[src/rtl/battle_turn_engine.sv]
// One battle turn: player attack, then AI attack, through a shared shift-add multiplier,
// with saturating HP updates, outcome detection and a turn counter.
module battle_turn_engine #(
    parameter int HP_W   = 8,
    parameter int PWR_W  = 8,
    parameter int MULT_W = 4,
    parameter int SHIFT  = 2,
    parameter int CNT_W  = 8
) (
    input  logic              clk,
    input  logic              resetn,
    input  logic              start,
    input  logic [HP_W-1:0]   init_hp,
    input  logic              go,
    input  logic [PWR_W-1:0]  player_power,
    input  logic [MULT_W-1:0] player_atk,
    input  logic              player_crit,
    input  logic [PWR_W-1:0]  ai_power,
    input  logic [MULT_W-1:0] ai_atk,
    input  logic              ai_crit,
    output logic [HP_W-1:0]   player_hp,
    output logic [HP_W-1:0]   ai_hp,
    output logic              busy,
    output logic              turn_done,
    output logic              victory,
    output logic              loss,
    output logic [CNT_W-1:0]  turn_count
);

    localparam int PW = PWR_W + MULT_W;
    localparam int DW = PW + 1;
    localparam int WW = (DW > HP_W) ? DW : HP_W;
    localparam int IW = $clog2(MULT_W + 1);
    localparam logic [IW-1:0] LAST_ITER = IW'(MULT_W - 1);

    typedef enum logic [2:0] {
        S_IDLE, S_P_CALC, S_P_APPLY, S_A_CALC, S_A_APPLY, S_VICTORY, S_LOSS
    } state_t;

    state_t            state_q;
    logic              armed_q;
    logic [HP_W-1:0]   player_hp_q, ai_hp_q;
    logic              busy_q, turn_done_q, victory_q, loss_q;
    logic [CNT_W-1:0]  turn_count_q;
    logic [PW-1:0]     mcand_q, acc_q;
    logic [MULT_W-1:0] mplier_q;
    logic [IW-1:0]     iter_q;
    logic              p_crit_q, a_crit_q;
    logic [PWR_W-1:0]  a_pow_q;
    logic [MULT_W-1:0] a_atk_q;

    logic              crit_d;
    logic [HP_W-1:0]   def_hp_d, dmg_d, hp_sub_d;
    logic [DW-1:0]     dmg_full_d;
    logic [WW-1:0]     dmg_wide_d;

    // Damage is formed from the finished product while sitting in an APPLY state.
    always_comb begin
        crit_d     = (state_q == S_A_APPLY) ? a_crit_q : p_crit_q;
        def_hp_d   = (state_q == S_A_APPLY) ? player_hp_q : ai_hp_q;
        dmg_full_d = {1'b0, acc_q} >> SHIFT;
        if (crit_d) begin
            dmg_full_d = dmg_full_d << 1;
        end
        dmg_wide_d = WW'(dmg_full_d);
        dmg_d      = (dmg_wide_d > WW'({HP_W{1'b1}})) ? '1 : dmg_wide_d[HP_W-1:0];
        hp_sub_d   = (def_hp_d > dmg_d) ? def_hp_d - dmg_d : '0;
    end

    always_ff @(posedge clk or negedge resetn) begin
        if (!resetn) begin
            state_q      <= S_IDLE;
            armed_q      <= 1'b0;
            player_hp_q  <= '0;
            ai_hp_q      <= '0;
            busy_q       <= 1'b0;
            turn_done_q  <= 1'b0;
            victory_q    <= 1'b0;
            loss_q       <= 1'b0;
            turn_count_q <= '0;
            mcand_q      <= '0;
            acc_q        <= '0;
            mplier_q     <= '0;
            iter_q       <= '0;
            p_crit_q     <= 1'b0;
            a_crit_q     <= 1'b0;
            a_pow_q      <= '0;
            a_atk_q      <= '0;
        end else begin
            turn_done_q <= 1'b0;
            if (start) begin
                player_hp_q  <= init_hp;
                ai_hp_q      <= init_hp;
                turn_count_q <= '0;
                victory_q    <= 1'b0;
                loss_q       <= 1'b0;
                armed_q      <= 1'b1;
                busy_q       <= 1'b0;
                state_q      <= S_IDLE;
            end else begin
                case (state_q)
                    S_IDLE: begin
                        if (go && armed_q) begin
                            mcand_q  <= PW'(player_power);
                            mplier_q <= player_atk;
                            acc_q    <= '0;
                            iter_q   <= '0;
                            p_crit_q <= player_crit;
                            a_pow_q  <= ai_power;
                            a_atk_q  <= ai_atk;
                            a_crit_q <= ai_crit;
                            busy_q   <= 1'b1;
                            state_q  <= S_P_CALC;
                        end
                    end
                    S_P_CALC, S_A_CALC: begin
                        if (mplier_q[0]) begin
                            acc_q <= acc_q + mcand_q;
                        end
                        mcand_q  <= mcand_q << 1;
                        mplier_q <= mplier_q >> 1;
                        iter_q   <= iter_q + 1'b1;
                        if (iter_q == LAST_ITER) begin
                            state_q <= (state_q == S_P_CALC) ? S_P_APPLY : S_A_APPLY;
                        end
                    end
                    S_P_APPLY: begin
                        ai_hp_q <= hp_sub_d;
                        if (hp_sub_d == '0) begin
                            victory_q <= 1'b1;
                            busy_q    <= 1'b0;
                            state_q   <= S_VICTORY;
                        end else begin
                            mcand_q  <= PW'(a_pow_q);
                            mplier_q <= a_atk_q;
                            acc_q    <= '0;
                            iter_q   <= '0;
                            state_q  <= S_A_CALC;
                        end
                    end
                    S_A_APPLY: begin
                        player_hp_q <= hp_sub_d;
                        busy_q      <= 1'b0;
                        if (hp_sub_d == '0) begin
                            loss_q  <= 1'b1;
                            state_q <= S_LOSS;
                        end else begin
                            turn_count_q <= turn_count_q + 1'b1;
                            turn_done_q  <= 1'b1;
                            state_q      <= S_IDLE;
                        end
                    end
                    S_VICTORY, S_LOSS: begin
                        state_q <= state_q;
                    end
                    default: state_q <= S_IDLE;
                endcase
            end
        end
    end

    assign player_hp  = player_hp_q;
    assign ai_hp      = ai_hp_q;
    assign busy       = busy_q;
    assign turn_done  = turn_done_q;
    assign victory    = victory_q;
    assign loss       = loss_q;
    assign turn_count = turn_count_q;

endmodule

[config.mk]
export PLATFORM = sky130hd
export DESIGN_NAME = battle_turn_engine
export DESIGN_NICKNAME = d
export VERILOG_FILES = /design/src/rtl/battle_turn_engine.sv
export SDC_FILE = /design/constraint.sdc
export NUM_CORES = 1
export LEC_CHECK = 0
export ABC_AREA = 1
export CORE_ASPECT_RATIO = 1.1
export CORE_MARGIN = 2
export CORE_UTILIZATION = 55
export DETAILED_ROUTE_END_ITERATION = 10
export HOLD_SLACK_MARGIN = 0.05
export PLACE_DENSITY = 0.8
export SYNTH_ARGS = -nofsm -noshare
export SYNTH_HDL_FRONTEND = slang
export SYNTH_SLANG_ARGS = --single-unit
[constraint.sdc]
create_clock -name clk -period 4 [get_ports clk]
set_input_delay 0.8 -clock clk [delete_from_list [all_inputs] [get_ports clk]]
set_output_delay 0.8 -clock clk [all_outputs]
set_load 0.01 [all_outputs]
; ---- After elaboration in Yosys (flattened, before gate mapping)
; Index checks and enable logic that the tools add are counted.
[word_totals]
regBits = 77
inputBits = 38
word_cells = 101
[op_classes]
n_bitwise = 1
muxes = 44
n_addsub = 4
reduce_logical = 18
order_cmp = 2
eq_ne = 15
[op_table]
columns = op, n
row1 = 8-bit 2-to-1 mux, 10
row2 = 12-bit one-hot mux with 3 select lines, 2
row3 = 12-bit 2-to-1 mux, 5
row4 = 3-bit 2-to-1 mux, 8
row5 = 3-bit one-hot mux with 5 select lines, 1
row6 = 12-bit adder, 1
row7 = 1-bit 2-to-1 mux, 12
row8 = 4-bit one-hot mux with 3 select lines, 1
row9 = "11-bit by 8-bit > comparator with 1-bit output, second input constant", 1
row10 = 11-bit 2-to-1 mux, 1
row11 = "2-bit != test, second input constant", 5
row12 = "3-bit by 2-bit equality test with 1-bit output, second input constant", 3
row13 = "3-bit equality test, second input constant", 3
row14 = "3-bit != test, second input constant", 3
row15 = 3-bit one-hot mux with 3 select lines, 1
row16 = 3-bit AND reduction, 3
row17 = "8-bit by 1-bit adder with 8-bit output, second input constant", 1
row18 = 8-bit > comparator, 1
row19 = 8-bit logical NOT, 1
row20 = 4-bit 2-to-1 mux, 2
row21 = 8-bit subtractor, 1
row22 = 2-bit AND reduction, 3
row23 = 2-bit nonzero test, 3
row24 = 5-bit AND reduction, 1
row25 = 10 further kinds, 11

; ---- Logic depth before layout (Yosys ltp)
; Gate-level depths: netlist (run 1).
[depth]
word_depth = 11
mapped_depth = 25
mapped_depth_nobuf = 24

; ---- Worst setup path after synthesis (run 1)
; No wires, ideal clock.
[synth_timing]
path_kind = reg-to-reg
startpoint = register state_q[0]
endpoint = register mcand_q[5]
n_path_buf = 2
stages_incl_launch_ff = 23
slack_ns = 0.543
arrival_ns = 3.329
period_less_slack_ns = 3.457
setup_time_ns = 0.128
path_cell_list = dfrtp_1 nor2_2 inv_1 nor2_1 inv_2 o21ai_4 a21oi_2 o21ai_0 ha_1 inv_1 fa_1 nand2_1 nand2_1 nand3_2 nand2_4 nand3_1 nand3_2 nor2_4 nand3_4 nand2_2 buf_6 buf_6 o21ai_2
[synth_between]
elab_chain_cells = 10
elab_cells_between_ends = 20
cone_classes = add/sub (1) / order compare (2) / eq/ne (6) / mux (6) / reduce/logical (5)
[synth_lines]
columns = element, line
row1 = from (decl), 40  ; state_t state_q;
row2 = from (signal assigned), 124  ; state_q <= (state_q == S_P_CALC) ? S_P_APPLY : S_A_APPLY;
row3 = from (signal assigned), 154  ; state_q <= state_q;
row4 = 3-bit equality test, "59, 60"
row5 = 1-bit 2-to-1 mux, 59  ; crit_d = (state_q == S_A_APPLY) ? a_crit_q : p_crit_q;
row6 = 11-bit 2-to-1 mux, 62  ; if (crit_d) begin
row7 = 11-bit by 8-bit > comparator with 1-bit output, 66  ; dmg_d = (dmg_wide_d > WW'({HP_W{1'b1}})) ? '1 : dmg_wide_d[HP_W-1:0];
row8 = 8-bit 2-to-1 mux, 66
row9 = 8-bit subtractor / 8-bit > comparator (equally long branches), 67  ; hp_sub_d = (def_hp_d > dmg_d) ? def_hp_d - dmg_d : '0;
row10 = 8-bit 2-to-1 mux, 67
row11 = 8-bit logical NOT, 129  ; if (hp_sub_d == '0) begin
row12 = 2-bit != test (no source line), --
row13 = 4-bit AND reduction (no source line), --
row14 = to (signal assigned), 104  ; mcand_q <= PW'(player_power);
row15 = to (signal assigned), 120  ; mcand_q <= mcand_q << 1;
row16 = to (signal assigned), 134  ; mcand_q <= PW'(a_pow_q);
row17 = to (decl), 45  ; logic [PW-1:0] mcand_q, acc_q;
; Parallel ways exist; a longest one is shown, timed or not.
; A chain may end at the register's enable or synchronous reset.

; ---- Final worst setup path (run 1)
[layout_timing]
startpoint = register state_q[0]
endpoint = register mcand_q[3]
; The elaborated chain is that of the path after synthesis.

==> results.yml, run 1 <==
run_status:
  status: "finished clean"
sta:
  setup_violations: 0
  rsz0062_at_grt: "false"
  setup_tns_ns: 0
  period_share_pct: 91.9
  slew_headroom_pct: 31.0
  slew_violations: 0
  hold_viol_final: 0
  clock.fmax_mhz: 272
  tightest_slew_ns: 1.03
  finClkSkew_ns: 0.0118
  min_period_ns: 3.68
route:
  antenna_left: 0
  via_per_inst: 5.47
  drcViolationCount: 0
  drtIter0Drc: 266
  dr.pass1.iters: 5
  drt_wl_total_um: 11900
  wl_per_cell_um: 14.7
  via_count: 4426
flow_run:
  maxCapViolations: 0
pwr:
  p_sw_mw: 2.38
  power.density_mw_per_mm2: 830
  p_sw_share_pct: 49.0
  leakage_nw: 2.86
  power.clock.fraction_pct: 12.5
  peakVddDrop_uv: 454
  seqPwrFrac_pct: 26.2
  combPwrFrac_pct: 61.4
  p_int_mw: 2.47
die:
  core_area_mm2: 0.00874
  io_pins: 66
  die_h_um: 103
  initial_core_util_pct: 55.9
  dieArea_mm2: 0.00965
  std_cell_rows: 36
  die_width_um: 93.9
setup_path:
  rr_worst_depth: 21
  r2r_end: "mcand_q[3]$_DFFE_PN0P_"
  crit_family: "simple AND/OR/NAND/NOR gates"
  rrSetupSlack_ns: 0.32
  critPathSlowestCell: "dfrtp_1"
  start_kind: "flop"
  end_kind: "flop"
  critPathMaxStageDelay_ns: 0.47
  crit_path_max_fanout: 18
  cpMostUsedCell: "inv_1"
  worstPathRequired_ns: 4.23
  path_depth: 21
  cp-startpoint: "state_q[0]$_DFFE_PN0P_"
  critPathBufInv: 6
  crit_arrival_ns: 3.91
  crit_chain: "nor2_4, inv_1, nor2_1, inv_2, o21ai_4, buf_4, mux2i_1, nand2_1, inv_1, ha_1, nand2_1, inv_1, a21oi_2, nand2_4, nand3_1, nand3_2, nor2_4, nand3_4, nand2_4, buf_12, o21ai_0"
  crit_type: "reg -> reg"
  r2r-start: "state_q[0]$_DFFE_PN0P_"
synth:
  synth_area_mm2: 0.00488
  syn_nets: 691
  syn-instance-count: 629
  avgSynthCellArea_um2: 7.77
  synth_cell_types: 45
  yosysWarnings: 0
  synth.area.top_cells: "dfrtp_1 (39%), nand2_1 (12%), ha_1 (5.6%)"
  ys_seq_elements: 77
  yosys.area.top_type: "dfrtp_1"
  synth_seq_area_share_pct: 39.4
  yosysTopAreaCellShare_pct: 39.4
clock_tree:
  ctsHoldBuffers: 0
  cts_buffers: 9
  h-tree-depth: 3
  cts.sinks: 77
  clk_path_buf_depth: 2
  path_clk_slew_ns: 0.08
  root_buffer: "clkbuf_8"
  clk_latency_ns: 0.36
  cts_tree: "done"
global_routing:
  grt.busiest_layer: "met2"
  grt_max_degree: 78
  antenna_found_initial: 0
  use_met1_pct: 36.2
  grt_usage_pct: 25.9
  overflow: 0
  grt_pass1_wl_um: 19700
  met2_usage_pct: 41.6
  use_met3_pct: 4.24
  grt_pass1_vias: 4181
layout:
  final_cell_mix: "nand2_1 (161), dfrtp_1 (77), inv_1 (67)"
  syn_to_final_growth_pct: 19.7
  layout-drive-gt1-share_pct: 10.4
  antenna_cells: 0
  fin_nets: 752
  post-route-util_pct: 66.9
  fillers: 755
  final_common_cell: "nand2_1"
worst_hold_path:
  min_to: "mplier_q[0]$_DFFE_PN0P_"
  hold_start: "mplier_q[0]$_DFFE_PN0P_"
  hold_path_class: "reg -> reg"
  hold_path_depth: 2
placement:
  io_buffers: 65
  gp_congestion: 0.961
  dpl.hpwl_um: 8790
-- state kept, by name, indices dropped and copies added (netlist names), 3 cells and up --
name,flops
turn_count,8
a_pow_q,8
a_atk_q,4
iter_q,3
ai_hp,8
mplier_q,4
mcand_q,12
state_q,3
player_hp,8
acc_q,12
-- cell usage after synthesis, drive strengths merged --
cell type  number
buf             7
a21boi          1
mux2            3
a22oi           2
nand4          15
mux2i           6
o211ai          1
dfrtp          77
nand3b          5
o21bai          1
a211oi          1
nand2         175
xnor2           6
xor2           10
inv            69
o22ai           1
fa              2
a221oi          9
a211o           1
a21o            1
nor2           54
o21ai          65
or2             7
a21oi          25
nand3          43
ha             22
nor3            4
clkbuf         14
a31oi           2
-- kinds of logic (layout without fill, tap and decap cells) --
family                   count (synthesis)  in the layout  synth area share (%)
adder cells (fa/ha/maj)                 24             24                  6.45
AO/OA/AOI/OAI                          110            110                  13.7
AND/OR/NAND/NOR                        303            303                  27.9
flip-flops                              77             77                  39.4
multiplexers                             9              9                  1.92
buffers and inverters                   90            156                  7.71
XOR/XNOR                                16             16                  2.87
-- what timing repair did --
item	in CTS	in global routing
endpoints found under the setup margin	0	39
buffers inserted	0	0
resized for setup	0	5
-- metrics by stage --
| step | cell area [um^2] | hold slack [ns] | setup slack, ns | cells | total power [mW] |
|---|---|---|---|---|---|
| after floorplan | 4880 | 0.437 | 0.543 | 629 | 3.42 |
| after global routing | 5850 | 0.498 | 0.0176 | 809 | 5.31 |
| after CTS | 5820 | 0.487 | 0.0396 | 809 | 4.82 |
| final | 5850 | 0.485 | 0.322 | 809 | 4.85 |
| after global placement | 5620 | 0.452 | 0.272 | 793 | 4.11 |
| after detailed placement | 5620 | 0.467 | 0.0680 | 793 | 4.19 |
-- power by group through the flow --
| stage | registers, mW | clock network, mW | logic (mW) |
|---|---|---|---|
| global route | 1.30 | 0.658 | 3.35 |
| finish | 1.27 | 0.606 | 2.98 |
| CTS | 1.26 | 0.618 | 2.93 |
| global placement | 1.26 | 0 | 2.85 |
| detailed placement | 1.27 | 0 | 2.92 |
| floorplan | 1.25 | 0 | 2.17 |
-- worst register-to-register path: cells and delay by family (launching register included) --
kind	cells	cell delay, ns
compound gates	3	0.51
fa+ha+maj	1	0.28
buf+inv	6	0.76
flops	1	0.47
mux	1	0.21
simple gates	10	1.34
-- per-layer routing --
metal  vias to the layer above  share of wire, %
li1                       2193                 -
met1                      2092                47
met2                       127                48
met3                        14               3.7
met4                         0               1.3
met5                         -                 0
-- cell type report --
cell class | count | area, um^2 | share of cell area [%]
clock inverter | 5 | 58.8 | 1.01
sequential | 77 | 1930 | 33.0
tap | 114 | 143 | 2.44
timing repair buffer | 71 | 706 | 12.1
inverter | 69 | 259 | 4.43
multi-input combinational | 462 | 2610 | 44.7
clock buffer | 11 | 141 | 2.42
-- worst max path at each step --
stage,end,slack [ns]
floorplan,mcand_q[5]$_DFFE_PN0P_,0.54
global placement,acc_q[0]$_DFFE_PN0P_,0.27
detailed placement,acc_q[9]$_DFFE_PN0P_,0.07
CTS,acc_q[9]$_DFFE_PN0P_,0.04
global route,acc_q[8]$_DFFE_PN0P_,0.02
finish,mcand_q[3]$_DFFE_PN0P_,0.32
(Power assumes the default switching activity.)
==> inputs of run 2 (changes only) <==
--- a/config.mk
+++ b/config.mk
@@ -6,7 +6,7 @@
 export NUM_CORES = 1
 export LEC_CHECK = 0
 export ABC_AREA = 1
-export CORE_ASPECT_RATIO = 1.1
+export CORE_ASPECT_RATIO = 1.75
 export CORE_MARGIN = 2
 export CORE_UTILIZATION = 55
 export DETAILED_ROUTE_END_ITERATION = 10
==> results.yml, run 2 (same netlist as run 1, synthesis figures left out) <==
run_status:
  status: "finished clean"
die:
  dieArea_mm2: 0.00968
  core_area_mm2: 0.00867
  std_cell_rows: 45
  initial_core_util_pct: 56.3
  die_width_um: 75.2
  die_h_um: 129
  io_pins: 66
clock_tree:
  cts.sinks: 77
  cts_buffers: 9
  root_buffer: "clkbuf_16"
  cts_tree: "done"
  ctsHoldBuffers: 0
  path_clk_slew_ns: 0.06
  clk_latency_ns: 0.34
  h-tree-depth: 3
  clk_path_buf_depth: 2
route:
  drcViolationCount: 0
  via_per_inst: 5.44
  drt_wl_total_um: 12500
  drtIter0Drc: 216
  via_count: 4453
  antenna_left: 0
  wl_per_cell_um: 15.3
  dr.pass1.iters: 4
pwr:
  leakage_nw: 2.95
  power.density_mw_per_mm2: 868
  peakVddDrop_uv: 472
setup_path:
  rrSetupSlack_ns: 0.31
  worstPathRequired_ns: 4.21
  crit_arrival_ns: 3.91
  rr_worst_depth: 23
  critPathMaxStageDelay_ns: 0.46
  crit_path_max_fanout: 19
  critPathSlowestCell: "dfrtp_1"
  crit_family: "simple AND/OR/NAND/NOR gates"
  crit_type: "reg -> reg"
  critPathBufInv: 5
  crit_chain: "nor2_4, inv_1, nor2_1, inv_2, o21ai_4, buf_4, mux2i_1, nand2_1, inv_1, ha_1, a21oi_1, nand2_1, nand2_1, nand2_1, nand2_1, nand2_1, nor2_2, nor2_4, nand3_4, nand2_4, clkbuf_16, nand2_1, o21ai_0"
  r2r_end: "mcand_q[0]$_DFFE_PN0P_"
  cpMostUsedCell: "nand2_1"
  r2r-start: "state_q[0]$_DFFE_PN0P_"
  end_kind: "flop"
  start_kind: "flop"
layout:
  post-route-util_pct: 69.6
  reg.largest.list: "acc_q: 12 flops, mcand_q: 12 flops"
  layout-drive-gt1-share_pct: 11.6
  seqCellArea_mm2: 0.00193
  fin_nets: 758
  fillers: 708
  antenna_cells: 0
  syn_to_final_growth_pct: 23.5
  multiInputGateArea_mm2: 0.00262
  final_cell_mix: "nand2_1 (159), dfrtp_1 (77), inv_1 (67)"
  final_common_cell: "nand2_1"
sta:
  min_period_ns: 3.69
  tightest_slew_ns: 0.984
  period_share_pct: 92.3
  finClkSkew_ns: 0.00719
  setup_tns_ns: 0
  slew_headroom_pct: 34.4
  rsz0062_at_grt: "false"
  hold_viol_final: 0
  slew_violations: 0
  clock.fmax_mhz: 271
  setup_violations: 0
global_routing:
  grt_pass1_wl_um: 20500
  grt_usage_pct: 28.0
  grt_pass1_vias: 4572
  grt_max_degree: 78
  antenna_found_initial: 0
  overflow: 0
worst_hold_path:
  min_to: "armed_q$_DFFE_PN0P_"
  hold_start: "armed_q$_DFFE_PN0P_"
  hold_path_depth: 1
  hold_path_class: "reg -> reg"
placement:
  dpl.hpwl_um: 9240
  gp_congestion: 1.01
  io_buffers: 65
flow_run:
  maxCapViolations: 0
-- run 2: cell types whose count changed in the layout (fill, tap and decap cells not counted), moves of 2 or more --
cell        before  now
buf_4            6   10
clkinvlp_4       2    0
clkbuf_16        0   10
nand3_2          2    4
clkinv_4         0    2
clkbuf_8        10    0
nand2_2         11   13
nand2_1        161  159
-- run 2: timing repair --
action                     in CTS  in global routing
buffers inserted                0                  5
setup endpoints to repair       0                 39
gates resized for setup         0                  7
-- run 2: stage by stage --
step	cells	area (um^2)	setup WS, ns	total power, mW	hold slack [ns]
global placement	795	5610	0.303	4.14	0.449
detailed placement	795	5610	0.0920	4.25	0.455
finish	818	6030	0.306	5.24	0.477
global route	818	6030	0.0272	5.69	0.492
floorplan	629	4880	0.543	3.42	0.437
CTS	811	5930	0.0813	5.15	0.474
-- run 2: layout make-up --
type / count / share of cell area [%]
clock buffer: 10 / 3.80
clock inverter: 6 / 1.45
inverter: 69 / 4.29
multi-input combinational: 463 / 43.5
sequential: 77 / 31.9
tap: 117 / 2.43
timing repair buffer: 76 / 12.6
-- run 2: how the worst max path moves through the flow --
stage	from	cells after the start	endpoint	slack [ns]
after CTS	state_q[0]$_DFFE_PN0P_	22	acc_q[0]$_DFFE_PN0P_	0.08
after global placement	state_q[0]$_DFFE_PN0P_	21	acc_q[0]$_DFFE_PN0P_	0.30
after detailed placement	state_q[0]$_DFFE_PN0P_	22	acc_q[0]$_DFFE_PN0P_	0.09
after global routing	state_q[0]$_DFFE_PN0P_	22	acc_q[8]$_DFFE_PN0P_	0.03
after floorplan	state_q[0]$_DFFE_PN0P_	22	mcand_q[5]$_DFFE_PN0P_	0.54
final	state_q[0]$_DFFE_PN0P_	23	mcand_q[0]$_DFFE_PN0P_	0.31
-- run 2: layer usage --
metal	global-route usage [%]	wire length, um	vias to the layer above
met5	0	0	-
met4	16.8	661	0
met3	4.93	398	41
met2	49.4	6830	122
met1	30.0	4600	2084
li1	-	-	2206
-- run 2: where the power goes --
group	total [mW]	switching [mW]	leakage, nW	internal (mW)
logic	3.09	1.94	1.82	1.16
clock network	0.874	0.328	0.156	0.546
registers	1.27	0.222	0.976	1.05
